File: src/rtl/mem_arb_pkg.sv
// Shared types and default widths for the fetch/data memory arbiter.
package mem_arb_pkg;

  localparam int AW_DEF         = 6;
  localparam int DW_DEF         = 32;
  localparam int STARVE_MAX_DEF = 4;

  typedef enum logic [1:0] {
    IDLE,
    ACCESS,
    WAIT
  } arb_state_t;

  typedef enum logic {
    GNT_IF,
    GNT_D
  } gnt_t;

endpackage

File: src/rtl/mem_arbiter_select.sv
// Winner selection for mem_arbiter: data priority with a fetch starvation guard,
// or round-robin on ties when MEM_ARB_RR_EN is defined.
module arb_select
  import mem_arb_pkg::*;
#(
  parameter int STARVE_MAX = STARVE_MAX_DEF
) (
  input  logic clk,
  input  logic reset,
  input  logic if_req,
  input  logic d_req,
  input  logic take,
  output gnt_t winner
);

`ifdef MEM_ARB_RR_EN

  gnt_t last_gnt_q, last_gnt_d;

  always_comb begin
    winner = d_req ? GNT_D : GNT_IF;
    if (if_req && d_req) begin
      winner = (last_gnt_q == GNT_IF) ? GNT_D : GNT_IF;
    end
    last_gnt_d = take ? winner : last_gnt_q;
  end

  always_ff @(posedge clk) begin
    if (reset) begin
      last_gnt_q <= GNT_IF;
    end else begin
      last_gnt_q <= last_gnt_d;
    end
  end

`else

  localparam int CW = $clog2(STARVE_MAX + 1);
  localparam logic [CW-1:0] CNT_MAX = CW'(STARVE_MAX);

  logic [CW-1:0] starve_cnt_q, starve_cnt_d;

  always_comb begin
    winner = GNT_IF;
    if (d_req && !(if_req && (starve_cnt_q == CNT_MAX))) begin
      winner = GNT_D;
    end
    starve_cnt_d = starve_cnt_q;
    if (take) begin
      // Only a data grant that made a waiting fetch wait longer counts.
      if ((winner == GNT_D) && if_req) begin
        starve_cnt_d = (starve_cnt_q == CNT_MAX) ? CNT_MAX : starve_cnt_q + 1'b1;
      end else begin
        starve_cnt_d = '0;
      end
    end
  end

  always_ff @(posedge clk) begin
    if (reset) begin
      starve_cnt_q <= '0;
    end else begin
      starve_cnt_q <= starve_cnt_d;
    end
  end

`endif

endmodule

File: src/rtl/mem_arbiter.sv
// Shares one synchronous-read memory between fetch and load/store through an
// IDLE -> ACCESS -> WAIT sequence. Optional macro: MEM_ARB_RR_EN (round-robin ties).
module mem_arbiter
  import mem_arb_pkg::*;
#(
  parameter int AW         = AW_DEF,
  parameter int DW         = DW_DEF,
  parameter int STARVE_MAX = STARVE_MAX_DEF
) (
  input  logic          clk,
  input  logic          reset,
  input  logic          if_req,
  input  logic [AW-1:0] if_addr,
  output logic [DW-1:0] if_rdata,
  output logic          if_ack,
  input  logic          d_req,
  input  logic          d_we,
  input  logic [AW-1:0] d_addr,
  input  logic [DW-1:0] d_wdata,
  output logic [DW-1:0] d_rdata,
  output logic          d_ack,
  output logic          mem_en,
  output logic          mem_we,
  output logic [AW-1:0] mem_addr,
  output logic [DW-1:0] mem_wdata,
  input  logic [DW-1:0] mem_rdata
);

  arb_state_t    state_q, state_d;
  gnt_t          gnt_q, gnt_d;
  logic          we_q, we_d;
  logic          mem_en_q, mem_en_d;
  logic          mem_we_q, mem_we_d;
  logic [AW-1:0] mem_addr_q, mem_addr_d;
  logic [DW-1:0] mem_wdata_q, mem_wdata_d;
  logic          if_ack_q, if_ack_d;
  logic          d_ack_q, d_ack_d;
  logic [DW-1:0] if_rdata_q, if_rdata_d;
  logic [DW-1:0] d_rdata_q, d_rdata_d;

  gnt_t winner;
  logic take;

  assign take = (state_q == IDLE) && (if_req || d_req);

  arb_select #(
    .STARVE_MAX(STARVE_MAX)
  ) u_select (
    .clk   (clk),
    .reset (reset),
    .if_req(if_req),
    .d_req (d_req),
    .take  (take),
    .winner(winner)
  );

  always_comb begin
    state_d     = state_q;
    gnt_d       = gnt_q;
    we_d        = we_q;
    mem_en_d    = 1'b0;
    mem_we_d    = 1'b0;
    mem_addr_d  = '0;
    mem_wdata_d = '0;
    if_ack_d    = 1'b0;
    d_ack_d     = 1'b0;
    if_rdata_d  = if_rdata_q;
    d_rdata_d   = d_rdata_q;
    case (state_q)
      IDLE: begin
        if (take) begin
          gnt_d    = winner;
          mem_en_d = 1'b1;
          state_d  = ACCESS;
          if (winner == GNT_D) begin
            we_d        = d_we;
            mem_we_d    = d_we;
            mem_addr_d  = d_addr;
            mem_wdata_d = d_wdata;
          end else begin
            we_d       = 1'b0;
            mem_addr_d = if_addr;
          end
        end
      end
      ACCESS: begin
        state_d = WAIT;
      end
      WAIT: begin
        // Memory read data is valid this cycle; hand it to whoever was granted.
        state_d = IDLE;
        if (gnt_q == GNT_D) begin
          d_ack_d = 1'b1;
          if (!we_q) begin
            d_rdata_d = mem_rdata;
          end
        end else begin
          if_ack_d   = 1'b1;
          if_rdata_d = mem_rdata;
        end
      end
      default: begin
        state_d = IDLE;
      end
    endcase
  end

  always_ff @(posedge clk) begin
    if (reset) begin
      state_q     <= IDLE;
      gnt_q       <= GNT_IF;
      we_q        <= 1'b0;
      mem_en_q    <= 1'b0;
      mem_we_q    <= 1'b0;
      mem_addr_q  <= '0;
      mem_wdata_q <= '0;
      if_ack_q    <= 1'b0;
      d_ack_q     <= 1'b0;
      if_rdata_q  <= '0;
      d_rdata_q   <= '0;
    end else begin
      state_q     <= state_d;
      gnt_q       <= gnt_d;
      we_q        <= we_d;
      mem_en_q    <= mem_en_d;
      mem_we_q    <= mem_we_d;
      mem_addr_q  <= mem_addr_d;
      mem_wdata_q <= mem_wdata_d;
      if_ack_q    <= if_ack_d;
      d_ack_q     <= d_ack_d;
      if_rdata_q  <= if_rdata_d;
      d_rdata_q   <= d_rdata_d;
    end
  end

  assign mem_en    = mem_en_q;
  assign mem_we    = mem_we_q;
  assign mem_addr  = mem_addr_q;
  assign mem_wdata = mem_wdata_q;
  assign if_ack    = if_ack_q;
  assign d_ack     = d_ack_q;
  assign if_rdata  = if_rdata_q;
  assign d_rdata   = d_rdata_q;

endmodule

File: config.mk
export PLATFORM = sky130hd
export DESIGN_NAME = mem_arbiter
export DESIGN_NICKNAME = d
export VERILOG_FILES = /design/src/rtl/mem_arb_pkg.sv /design/src/rtl/mem_arbiter_select.sv /design/src/rtl/mem_arbiter.sv
export SDC_FILE = /design/constraint.sdc
export NUM_CORES = 1
export LEC_CHECK = 0
export BUFFER_PORTS_ARGS = -buffer_cell sky130_fd_sc_hd__buf_4
export CORE_MARGIN = 8
export CORE_UTILIZATION = 30
export CTS_BUF_LIST = sky130_fd_sc_hd__clkbuf_4 sky130_fd_sc_hd__clkbuf_8
export CTS_CLUSTER_SIZE = 20
export DETAILED_ROUTE_END_ITERATION = 8
export SETUP_SLACK_MARGIN = 0.3
export SYNTH_ARGS = -nofsm -noshare
export SYNTH_HDL_FRONTEND = slang
export SYNTH_SLANG_ARGS = --single-unit
File: constraint.sdc
create_clock -name clk -period 2.2 [get_ports clk]
set_input_delay 0.11 -clock clk [delete_from_list [all_inputs] [get_ports clk]]
set_output_delay 0.11 -clock clk [all_outputs]
set_load 0.01 [all_outputs]
==> run metrics <==
Synth top cells by count dfxtp_1, nand2_1, a21oi_1; gr usage total 0.1536; crit path launch type flip-flop; Die ar. ~17,000 sq um; Net count, final between 700 and 800; Post-Route Utilization 0.5233; Seq pwr share 0.459; syn nets 470; IO Pins between 150 and 200; pin count of the biggest net entering global routing 73; Switching Share 0.2245; combinational power share 0.116; Mean Syn Cell Area ~9.9 sq um; leakage power total 2.863 nW; final hold vios 0; synth warn 0; Die W about 130 um; Slew Viols, Final 0; synthesized flop and latch total about 110; Die Ht between 100 and 150 um; largest family of logic cells by synthesized area simple AND/OR/NAND/NOR gates; f_max roughly 560 MHz; area share of the largest cell type after synthesis 0.5887; ys async rst share 0; worst hold-check path type primary input to flip-flop; Power Dens Cells a little over 700 nW/um^2; synthesized area 3842 sq um; worst-skew pair later-pin latency 440 ps; Post-Synth Adder-Cell Area 0.006513; dpl hpwl approximately 8.1 mm; total number of vias between 3,000 and 4,000; antenna violations before repair 0; largest cells by area after synthesis dfxtp_1, mux2i_1, nand2_1; Setup CP Type flip-flop to flip-flop; post-route cell area ~6600 sq um; min Tclk post-route between 1500 and 2000 ps; clk sinks 113; Hold Path Stages 3; Core Box Area between 10,000 and 15,000 sq um; crit share post-route 0.8083; status complete, no violations; RSZ-0062 raised after global routing false; Gate Count Post-Synth ~390; wire per inst roughly 15 um; GRT overflow 0; vias in the first global route about 3,800; drt total wl between 10 and 15 mm; final critical-path setup slack about 420 ps; Initial Utilization 0.3057; Placed Instances slightly above 700; clock slew at reported path FFs 60 ps; NetSw around 1.1 mW; Initial DRT Pass Iterations 4; CP Data Arrival Time between 2000 and 2500 ps; Starting DRT DRC Count between 200 and 300; Tot Pwr between 4 and 5 mW; post-synthesis compound-gate area fraction 0.07229; CTS tree built; via-per-instance ratio approximately 4.4; Final setup violation count 0; antenna cells 0; gp weighted congestion between 0.7 and 0.8; Post-synth EDFFs 0; post-synthesis mux area share 0.08336; CTS max path bufs 2; Routed Antenna Nets 0; Hold WS 65.80 ps; Worst Path Required ~2500 ps; Slew @ Worst Pin between 700 and 800 ps; Remaining DRCs 0; H-tree Lvls 4; Reg2Reg Depth 6; Netlist cell types 35; Area Overhead vs Synth 71.18%; dpl cell area 5334 sq um; Worst Path Max Fanout 6; total CTS buffers 17; Crit. End Element flip-flop; Worst slew margin 0.4964; port bufs ~190; XOR/XNOR share of the synthesized area 0; FP Rows about 40; Clock power frac 0.425; max-cap violation count 0; most used flip-flop cell after synthesis dfxtp_1; Power Internal between 3 and 4 mW; first-pass GRT wire length a little under 20 mm; layout cell share with drive strength beyond 1 0.3433; post-synthesis sequential area ratio 0.5887; skew final between 3 and 4 ps; # fillers roughly 1,100; final setup TNS 0 ps; Root Driver clkbuf_8; Synth area leader dfxtp_1; final non-filler cell total about 840; Max VDD drop about 0.00033 V; Place WS 429.4 ps; count leader, synth dfxtp_1; Simple-Gate Fraction of Synth Area 0.1944
-- kinds of logic after synthesis --
family / Yosys count
AND/OR/NAND/NOR: 158
flip-flops: 113
AO/OA/AOI/OAI: 52
multiplexers: 32
buffers and inverters: 30
adder cells (fa/ha/maj): 2
-- layout by cell type, fill, tap and decap left out, types with 5 or more instances in the layout --
| master | n |
|---|---|
| dfxtp_1 | 113 |
| and2_1 | 34 |
| nand3_1 | 8 |
| o21ai_0 | 5 |
| nor2_1 | 35 |
| dlygate4sd3_1 | 83 |
| mux2i_1 | 32 |
| nand2_1 | 65 |
| a21oi_1 | 39 |
| buf_4 | 192 |
| inv_1 | 5 |
| clkbuf_8 | 23 |
-- layout make-up --
cell class | count | area, sq um | area share
repair buffers | 275 | 2272 | 0.3454
flip-flops and latches | 113 | 2262 | 0.3439
multi-input cells | 244 | 1403 | 0.2132
clock buffers | 25 | 331.6 | 0.05041
well taps | 172 | 215.2 | 0.03272
clock inverters | 5 | 75.07 | 0.01141
inverters | 5 | 18.77 | 0.002853
-- registers in the layout (all words and copies together), names as in the netlist --
| register | count |
|---|---|
| d_rdata | 32 |
| if_ack | 1 |
| mem_wdata | 32 |
| gnt_q | 1 |
| if_rdata | 32 |
| u_select.starve_cnt_q | 3 |
| we_q | 1 |
| state_q | 2 |
| mem_we | 1 |
| d_ack | 1 |
| mem_addr | 6 |
| mem_en | 1 |
-- power groups by stage --
stage / clock network, mW / logic (mW) / registers (mW)
after floorplan: 0 / 0.157 / 2.22
after global placement: 0 / 0.422 / 2.19
after detailed placement: 0 / 0.426 / 2.19
after CTS: 2.07 / 0.543 / 2.15
after global routing: 2.16 / 0.591 / 2.16
final: 1.99 / 0.546 / 2.15
-- worst paths after layout --
kind | startpoint | slack, ps | to
worst min-delay path | d_req | 70 | we_q
worst max register to register | u_select.starve_cnt_q[0] | 420 | mem_addr[2]
worst max-delay path | u_select.starve_cnt_q[0] | 420 | mem_addr[2]
worst min register to register | d_rdata[4] | 450 | d_rdata[4]
-- layer usage --
metal / track usage / vias to the layer above / share of wire
li1: - / 1802 / -
met1: 0.1549 / 1676 / 0.39
met5: 0 / - / 0
met2: 0.2528 / 158 / 0.47
met3: 0.08998 / 22 / 0.12
met4: 0.06773 / 0 / 0.018
-- critical path, stage by stage, from the launching register on --
cell and delay [ps]:
dfxtp_1 360, inv_1 80, ha_2 210, and3_2 250, o21ai_1 120, a21oi_1 70
dlygate4sd3_1 560
-- what timing repair did --
item | in CTS | in global routing
hold endpoints to repair | 104 | 0
setup buffers | 0 | 0
gates resized for setup | 0 | 4
hold buffers | 83 | 0
setup endpoints to repair | 0 | 23
Power figures use the tool's default switching activity.
